## config.mk

```make
export PLATFORM = sky130hd
export DESIGN_NAME = down_timer_flat
export DESIGN_NICKNAME = d
export VERILOG_FILES = /design/src/rtl/timer_pkg.sv /design/src/rtl/down_timer_if.sv /design/src/rtl/down_counter_core.sv /design/src/rtl/down_timer.sv /design/src/flat_wrapper.sv
export SDC_FILE = /design/constraint.sdc
export NUM_CORES = 1
export LEC_CHECK = 0
export ABC_AREA = 1
export CAP_MARGIN = 20
export CORE_MARGIN = 1
export CORE_UTILIZATION = 52
export DETAILED_ROUTE_END_ITERATION = 7
export PLACE_DENSITY = 0.86
export REMOVE_ABC_BUFFERS = 1
export SYNTH_ARGS = -nofsm -noshare
export SYNTH_HDL_FRONTEND = slang
export SYNTH_HIERARCHICAL = 1
export SYNTH_SLANG_ARGS = --single-unit
```

## constraint.sdc

```tcl
create_clock -name clk -period 5.1 [get_ports clk]
set_input_delay 0.765 -clock clk [delete_from_list [all_inputs] [get_ports clk]]
set_output_delay 0.765 -clock clk [all_outputs]
set_load 0.02 [all_outputs]
```

## src/rtl/timer_pkg.sv

```systemverilog
// Shared types and constants for the down_timer block and its sub-modules.
package timer_pkg;

   localparam int TIMER_WIDTH_DEFAULT = 4;

   typedef enum logic [1:0] {
      IDLE,
      RUN,
      DONE
   } timer_state_t;

endpackage

```

## src/rtl/down_timer_if.sv

```systemverilog
// Control/status bundle of the down_timer: the requester drives the master side.
interface down_timer_if
   import timer_pkg::*;
#(
   parameter int WIDTH = TIMER_WIDTH_DEFAULT
);

   logic             start;
   logic [WIDTH-1:0] period;
   logic             auto_reload;
   logic             enable;
   logic             abort;
   logic [WIDTH-1:0] count;
   logic             busy;
   logic             tc;
   logic             done;

   modport master (
      output start, period, auto_reload, enable, abort,
      input  count, busy, tc, done
   );

   modport slave (
      input  start, period, auto_reload, enable, abort,
      output count, busy, tc, done
   );

endinterface

```

## src/rtl/down_counter_core.sv

```systemverilog
// Loadable down-counter that saturates at zero; load takes priority over decrement.
module down_counter_core #(
   parameter int WIDTH = 4
) (
   input  logic             clk,
   input  logic             reset_n,
   input  logic             load,
   input  logic [WIDTH-1:0] load_value,
   input  logic             dec_en,
   output logic [WIDTH-1:0] count,
   output logic             is_zero
);

   localparam logic [WIDTH-1:0] ONE = 1;

   logic [WIDTH-1:0] r_count;

   // NOTE: state registers use non-blocking assignments so every flop samples pre-edge values.
   always_ff @(posedge clk or negedge reset_n) begin
      if (!reset_n) begin
         r_count <= '0;
      end else if (load) begin
         r_count <= load_value;
      end else if (dec_en && (r_count != '0)) begin
         r_count <= r_count - ONE;
      end
   end

   assign count   = r_count;
   assign is_zero = (r_count == '0);

endmodule

```

## src/rtl/down_timer.sv

```systemverilog
// Programmable down-counting interval timer with one-shot and auto-reload modes.
module down_timer
   import timer_pkg::*;
#(
   parameter int WIDTH = TIMER_WIDTH_DEFAULT
) (
   input  logic      clk,
   input  logic      reset_n,
   down_timer_if.slave bus
);

   timer_state_t     r_state;
   logic [WIDTH-1:0] r_reload;
   logic             r_mode;
   logic             r_busy;
   logic             r_tc;
   logic             r_done;

   logic             w_load;
   logic [WIDTH-1:0] w_load_value;
   logic             w_dec_en;
   logic             w_is_zero;

   // NOTE: every combinational output gets a default first so no latch is inferred.
   always_comb begin
      w_load       = 1'b0;
      w_load_value = '0;
      w_dec_en     = 1'b0;
      if (bus.abort) begin
         w_load = 1'b1;
      end else begin
         case (r_state)
            IDLE, DONE: begin
               if (bus.start) begin
                  w_load       = 1'b1;
                  w_load_value = bus.period;
               end
            end
            RUN: begin
               if (bus.enable) begin
                  if (!w_is_zero) begin
                     w_dec_en = 1'b1;
                  end else if (r_mode) begin
                     w_load       = 1'b1;
                     w_load_value = r_reload;
                  end
               end
            end
            default: ;
         endcase
      end
   end

   down_counter_core #(.WIDTH(WIDTH)) u_core (
      .clk        (clk),
      .reset_n    (reset_n),
      .load       (w_load),
      .load_value (w_load_value),
      .dec_en     (w_dec_en),
      .count      (bus.count),
      .is_zero    (w_is_zero)
   );

   always_ff @(posedge clk or negedge reset_n) begin
      if (!reset_n) begin
         r_state  <= IDLE;
         r_reload <= '0;
         r_mode   <= 1'b0;
         r_busy   <= 1'b0;
         r_tc     <= 1'b0;
         r_done   <= 1'b0;
      end else begin
         r_tc <= 1'b0;
         if (bus.abort) begin
            r_state <= IDLE;
            r_busy  <= 1'b0;
            r_done  <= 1'b0;
         end else begin
            case (r_state)
               IDLE, DONE: begin
                  if (bus.start) begin
                     r_reload <= bus.period;
                     r_mode   <= bus.auto_reload;
                     r_busy   <= 1'b1;
                     r_done   <= 1'b0;
                     r_state  <= RUN;
                  end
               end
               RUN: begin
                  // Terminal count is seen one enabled edge after count reaches zero.
                  if (bus.enable && w_is_zero) begin
                     r_tc <= 1'b1;
                     if (!r_mode) begin
                        r_state <= DONE;
                        r_busy  <= 1'b0;
                        r_done  <= 1'b1;
                     end
                  end
               end
               default: r_state <= IDLE;
            endcase
         end
      end
   end

   assign bus.busy = r_busy;
   assign bus.tc   = r_tc;
   assign bus.done = r_done;

endmodule

```

## src/flat_wrapper.sv

```systemverilog
// flat-port wrapper written by rule: the top's interface ports become plain ports
module down_timer_flat import timer_pkg::*;
#(
   parameter int WIDTH = TIMER_WIDTH_DEFAULT
)
  (clk, reset_n, bus_start, bus_period, bus_auto_reload, bus_enable, bus_abort, bus_count, bus_busy, bus_tc, bus_done);
  down_timer_if #(.WIDTH(WIDTH)) bus_i ();
  input  logic clk;
  input  logic reset_n;
  input wire logic [$bits(bus_i.start)-1:0] bus_start;
  input wire logic [$bits(bus_i.period)-1:0] bus_period;
  input wire logic [$bits(bus_i.auto_reload)-1:0] bus_auto_reload;
  input wire logic [$bits(bus_i.enable)-1:0] bus_enable;
  input wire logic [$bits(bus_i.abort)-1:0] bus_abort;
  output wire logic [$bits(bus_i.count)-1:0] bus_count;
  output wire logic [$bits(bus_i.busy)-1:0] bus_busy;
  output wire logic [$bits(bus_i.tc)-1:0] bus_tc;
  output wire logic [$bits(bus_i.done)-1:0] bus_done;
  assign bus_i.start = bus_start;
  assign bus_i.period = bus_period;
  assign bus_i.auto_reload = bus_auto_reload;
  assign bus_i.enable = bus_enable;
  assign bus_i.abort = bus_abort;
  assign bus_count = bus_i.count;
  assign bus_busy = bus_i.busy;
  assign bus_tc = bus_i.tc;
  assign bus_done = bus_i.done;
  down_timer #(.WIDTH(WIDTH)) u_core (.clk(clk), .reset_n(reset_n), .bus(bus_i));
endmodule
```

==> results.ini, run 1 <==
[outcome]
run_status=complete, no violations

[routing]
drc=0
route.detailed.vias_per_inst=5.19
drt_antenna_net_count=0
drt_pass1_iterations=4
detail_route.wl_per_cell_microns=10.8
initialDrtViolationCount=26
dr_total_vias=779
totalWireLength_mm=1.62

[worst_setup_path]
worstPathCellList=clkdlybuf4s50_1
gate_family_responsible_for_the_most_delay_along_the_worst_path=buffers and inverters
end_kind=output port
cp_data_required_time_ns=4.34
timing.critical_path.fanout_max=6
cp_num_buf_inv=1
timing.critical_path.slowest_cell_delay_ns=0.63
worst_setup_slack_for_register_to_register_paths_ns=3.12
cp_data_arrival_time_ns=1.34
slowest_stage=sky130_fd_sc_hd__clkdlybuf4s50_1
cp-start-kind=flop
worst-setup-path-type=reg2out

[clock_tree]
ctsLongestPathBuffers=2
clock_tree.root_cell=sky130_fd_sc_hd__clkbuf_4
cts_htree_levels=1
cts.reportedPaths.clkPinSlew_ns=0.08
cts_hold_buf=0
cts_made_buffers=3
clock_sink_count=14
post_cts_resize_count=0
tritoncts=done
cts_post_setup_buffers_inserted=0
worstSkewPairLatency_ns=0.28

[power]
leakage_power_summed_over_all_cells_nw=0.519
cellPowerDensity_nw_per_um2=340
peakVddDrop_mv=0.199
total_power_mw=0.348

[sta]
finalMaxSlewViolations=0
worst_slew_pin_slew_ns=0.636
setup-tns-final_ns=0
maxSlewHeadroom=0.575
part_of_the_cycle_the_worst_path_needs=0.412
maxClockFrequency_mhz=476
worst_clock_skew_ns=0.00453
setup_ws_final_ns=3.00
final_period_minus_worst_setup_slack_ns=2.10
grt_setup_unrepaired=no
finalHoldViolations=0
final-setup-viol-count=0

[placed_design]
preCtsSetupSlack_ns=2.76
gp_congestion=0.811
dpl.cell_count=146
io_buffers=16
post-dp-hpwl_mm=1.23

[grt]
grt_pass1_wl_mm=2.88
grt_antenna_before_repair=0
overflow=0
grt_busiest_layer=met2
grt.total_usage=0.219
groute.layer.met1.usage=0.269
pin_count_of_the_biggest_net_entering_global_routing=15
groute.layer.met3.usage=0.0739
met2_usage=0.338
vias_in_the_first_global_route=725

[die]
floorplan.die.height_microns=41.6
area_enclosed_by_the_die_boundary_sq_um=1730
site_row_count=13
design.core.area_sq_um=1380
pin_count=17
chipWidth_microns=41.6
floorplan.initialDensity=0.591

[worst_hold_path]
holdCritPathClass=reg2reg

[finish]
layout.cells.most_common=sky130_fd_sc_hd__nand2_1
area_delta_synth_final_pct=25.4
nets_finish=147
final_util=0.741
post_route_non_filler_standard_cell_count=150
antenna_cells=0
mostFrequentLayoutCells=sky130_fd_sc_hd__nand2_1 (53), sky130_fd_sc_hd__clkdlybuf4s50_1 (16), sky130_fd_sc_hd__dfrtp_1 (14)
post_route_cells_drive_above_1_share=0.111

[run]
maxCapViolCount=0

[synth]
mappedNetlistArea_sq_um=817
syn_avg_cell_area_sq_um=7.04
postSynthRegisterBits=14
syn_inst=116
netlist-cell-type-count=20
synth_seq_area_share=0.429
yosysWarningCount=6

## worst register-to-register path: stages, from the launching register on
cell and delay (ns):
sky130_fd_sc_hd__dfrtp_1 0.42, sky130_fd_sc_hd__inv_1 0.11, sky130_fd_sc_hd__ha_1 0.22, sky130_fd_sc_hd__nand2_2 0.10
sky130_fd_sc_hd__inv_1 0.08, sky130_fd_sc_hd__nand2_1 0.15, sky130_fd_sc_hd__nor2_4 0.20, sky130_fd_sc_hd__nor2_1 0.06
sky130_fd_sc_hd__nand2_1 0.21, sky130_fd_sc_hd__inv_2 0.11, sky130_fd_sc_hd__nand3b_1 0.09, sky130_fd_sc_hd__nand2_1 0.06
sky130_fd_sc_hd__clkinv_1 0.04, sky130_fd_sc_hd__nand2_1 0.04
## metrics by stage
stage / hold slack (ns) / instance area [sq um]
3_5_place_dp: 0.466 / 988
4_1_cts: 0.485 / 1020
3_3_place_gp: 0.452 / 988
5_1_grt: 0.518 / 1020
6_report: 0.478 / 1020
2_1_floorplan: 0.453 / 810
## per-layer routing
layer	routed length (microns)	vias up
li1	-	395
met1	723	346
met2	771	34
met3	108	4
met4	16	0
met5	0	-
## registers in the layout, indices dropped and copies added (netlist names)
signal / count
u_core/r_mode: 1
u_core/bus.busy: 1
u_core/u_core/count: 4
u_core/r_state: 2
u_core/bus.tc: 1
u_core/r_reload: 4
u_core/bus.done: 1
## power breakdown
part           internal, mW  switching, mW
clock network        0.0434         0.0342
logic                0.0502         0.0724
registers             0.130         0.0177
total                 0.224          0.124
## cell families (layout without fill, tap and decap cells)
group | after synthesis | after routing | synth area share
and+or+nand+nor | 78 | 78 | 0.429
buffers and inverters | 12 | 31 | 0.0597
AOI/OAI and AO/OA | 11 | 11 | 0.0674
DFF | 14 | 14 | 0.429
adders and majority gates | 1 | 1 | 0.0153
## Yosys cell counts, drive strengths merged
master,number,share of area
a21oi,4,0.025
ha,1,0.015
nor3,2,0.018
clkinv,1,0.0046
nor2,11,0.066
inv,10,0.046
nand3,4,0.031
or2,1,0.0077
o21ai,7,0.043
buf,1,0.0092
nand3b,2,0.018
dfrtp,14,0.43
nand2,58,0.29
## area by class of cell
| cell class | count | area [sq um] |
|---|---|---|
| sequential | 14 | 350 |
| multi-input combinational | 90 | 418 |
| tap | 15 | 18.8 |
| fill | 117 | 358 |
| timing repair buffer | 16 | 160 |
| clock buffer | 4 | 36.3 |
| inverter | 11 | 41.3 |
## path summary, 6_finish.rpt
check,from,to,depth (start not counted)
min,u_core/bus.busy$_DFFE_PN0P_,u_core/bus.busy$_DFFE_PN0P_,2
max in group asynchronous,reset_n,u_core/bus.done$_DFFE_PN0P_,1
min reg2reg,u_core/bus.busy$_DFFE_PN0P_,u_core/bus.busy$_DFFE_PN0P_,2
max reg2reg,u_core/u_core/count[0]$_DFFE_PN0P_,u_core/u_core/count[3]$_DFFE_PN0P_,13
min in group asynchronous,reset_n,u_core/r_state[0]$_DFFE_PN0P_,1
max,u_core/u_core/count[2]$_DFFE_PN0P_,bus_count[2],1
Power figures use the tool's default switching activity.
==> run 2, diff against run 1 <==
- CORE_UTILIZATION: 52 -> 44
- PLACE_DENSITY: 0.86 -> 0.78
- clock period: 5.1 -> 1.75 ns (I/O delays scaled with it)
==> results.ini, run 2 (synthesis gave the netlist of run 1 again) <==
[finish]
post_route_cells_drive_above_1_share=0.203  ; +0.0917
area_delta_synth_final_pct=36.8
mostFrequentLayoutCells=sky130_fd_sc_hd__nand2_1 (51), sky130_fd_sc_hd__clkdlybuf4s50_1 (16), sky130_fd_sc_hd__dfrtp_1 (14)
final_util=0.647  ; -0.0941
antenna_cells=0  ; unchanged
nets_finish=155  ; +5.4%
layout.cells.most_common=sky130_fd_sc_hd__nand2_1

[sta]
final-setup-viol-count=0  ; unchanged
finalMaxSlewViolations=0  ; unchanged
final_period_minus_worst_setup_slack_ns=1.64
maxClockFrequency_mhz=611
finalHoldViolations=0  ; unchanged
part_of_the_cycle_the_worst_path_needs=0.936
grt_setup_unrepaired=no
maxSlewHeadroom=0.601  ; +0.0268
worst_clock_skew_ns=0.00262  ; -0.00191 ns
setup-tns-final_ns=0  ; unchanged
worst_slew_pin_slew_ns=0.596  ; -0.0400 ns
finalHoldWorstSlack_ns=0.357  ; -0.121 ns

[routing]
drt_antenna_net_count=0  ; unchanged
wl_met3_microns=42  ; -61%
route.layer.met1.wl_microns=755  ; +4.4%
drc=0  ; unchanged
top_layer_used=met4
drt_pass1_iterations=4  ; unchanged
detail_route.wl_per_cell_microns=9.52  ; -12%
initialDrtViolationCount=18  ; -31%
totalWireLength_mm=1.60  ; -1.2%
wl_met2_microns=789  ; +2.3%
dr_total_vias=759  ; -2.6%
route.detailed.vias_per_inst=4.52  ; -13%

[worst_setup_path]
cp_data_required_time_ns=1.49  ; -2.85 ns
end_kind=output port
critical_path.reg2reg.startpoint=u_core/u_core/count[0]$_DFFE_PN0P_
timing.critical_path.fanout_max=5  ; -1
cp_data_arrival_time_ns=1.37  ; +0.03 ns
worst-setup-path-type=reg2out
cp-start-kind=flop
worst_setup_path_startpoint=u_core/u_core/count[2]$_DFFE_PN0P_

[die]
site_row_count=15  ; +2
floorplan.die.height_microns=45.1  ; +8.3%
design.core.area_sq_um=1730  ; +25%
floorplan.initialDensity=0.473  ; -0.118
area_enclosed_by_the_die_boundary_sq_um=2030  ; +17%
chipWidth_microns=45.1  ; +8.3%
pin_count=17  ; unchanged

[grt]
vias_in_the_first_global_route=661  ; -8.8%
grt_pass1_wl_mm=2.65  ; -8.1%
grt.total_usage=0.184  ; -0.0350
overflow=0  ; unchanged
pin_count_of_the_biggest_net_entering_global_routing=15  ; unchanged
grt_antenna_before_repair=0  ; unchanged

[clock_tree]
tritoncts=done
cts_htree_levels=1  ; unchanged
cts.reportedPaths.clkPinSlew_ns=0.09  ; about the same
clock_sink_count=14  ; unchanged
worstSkewPairLatency_ns=0.27  ; about the same
clock_tree.root_cell=sky130_fd_sc_hd__clkbuf_4
cts_hold_buf=0  ; unchanged
cts_made_buffers=3  ; unchanged
ctsLongestPathBuffers=2  ; unchanged

[power]
power.share.combinational=0.407  ; +0.055
clock_network_power_share=0.211  ; -0.012
sequentialPowerShare=0.382  ; -0.043
cellPowerDensity_nw_per_um2=979  ; +190%
intPower_mw=0.707  ; +220%
leakage_power_summed_over_all_cells_nw=0.560  ; +7.9%
total_power_mw=1.09  ; +210%
power.share.switching=0.354  ; -0.00374
peakVddDrop_mv=0.604  ; +200%
power.switching_mw=0.387  ; +210%

[placed_design]
post-dp-hpwl_mm=1.25  ; +1.8%
gp_congestion=0.861  ; +6.1%
io_buffers=16  ; unchanged

[worst_hold_path]
holdCritPathClass=in2async

[run]
maxCapViolCount=0  ; unchanged

[outcome]
run_status=complete, no violations

-- run 2: routing by layer --
metal,track usage,vias up
met1,0.234,332
met3,0.0240,2
met2,0.296,11
met4,0.109,0
met5,0,-
li1,-,414
-- run 2: power by group through the flow --
stage / registers [mW] / clock network (mW) / logic (mW)
3_3_place_gp: 0.419 / 0 / 0.401
6_report: 0.418 / 0.230 / 0.445
4_1_cts: 0.414 / 0.238 / 0.413
5_1_grt: 0.426 / 0.249 / 0.491
3_5_place_dp: 0.421 / 0 / 0.409
2_1_floorplan: 0.457 / 0 / 0.203
-- run 2: stage by stage --
| stage | cell area (sq um) | setup slack, ns | std cells |
|---|---|---|---|
| 2_1_floorplan | 810 | -0.0884 | 115 |
| 6_report | 1120 | 0.113 | 168 |
| 3_3_place_gp | 1050 | 0.0647 | 163 |
| 5_1_grt | 1120 | 0.00165 | 168 |
| 4_1_cts | 1090 | 0.0523 | 167 |
| 3_5_place_dp | 1050 | -0.00576 | 163 |
-- run 2: final timing paths --
path / to / slack [ns] / cells past startpoint
min reg2reg: u_core/bus.busy$_DFFE_PN0P_ / 0.47 / 2
max in group asynchronous: u_core/u_core/count[1]$_DFFE_PN0P_ / 1.01 / 1
min in group clk: u_core/bus.busy$_DFFE_PN0P_ / 0.47 / 2
max reg2reg: u_core/u_core/count[3]$_DFFE_PN0P_ / 0.16 / 13
max: bus_count[2] / 0.11 / 2
min: u_core/r_mode$_DFFE_PN0P_ / 0.36 / 1
-- run 2: area by class of cell --
class                   count  area [sq um]
flip-flops and latches     14           350
inverters                  11          41.3
multi-input cells          90           438
repair buffers             24           220
well taps                  25          31.3
clock buffers               4          36.3
fillers                   158           609
-- run 2: what timing repair did --
item,in CTS,in global routing
pin swaps,0,1
setup buffers,0,1
endpoints found under the setup margin,2,5
resized for setup,1,7
-- run 2: critical path, stage by stage (launching register included) --
cell and delay, ns:
sky130_fd_sc_hd__dfrtp_1 0.37, sky130_fd_sc_hd__buf_4 0.14, sky130_fd_sc_hd__clkdlybuf4s50_1 0.59
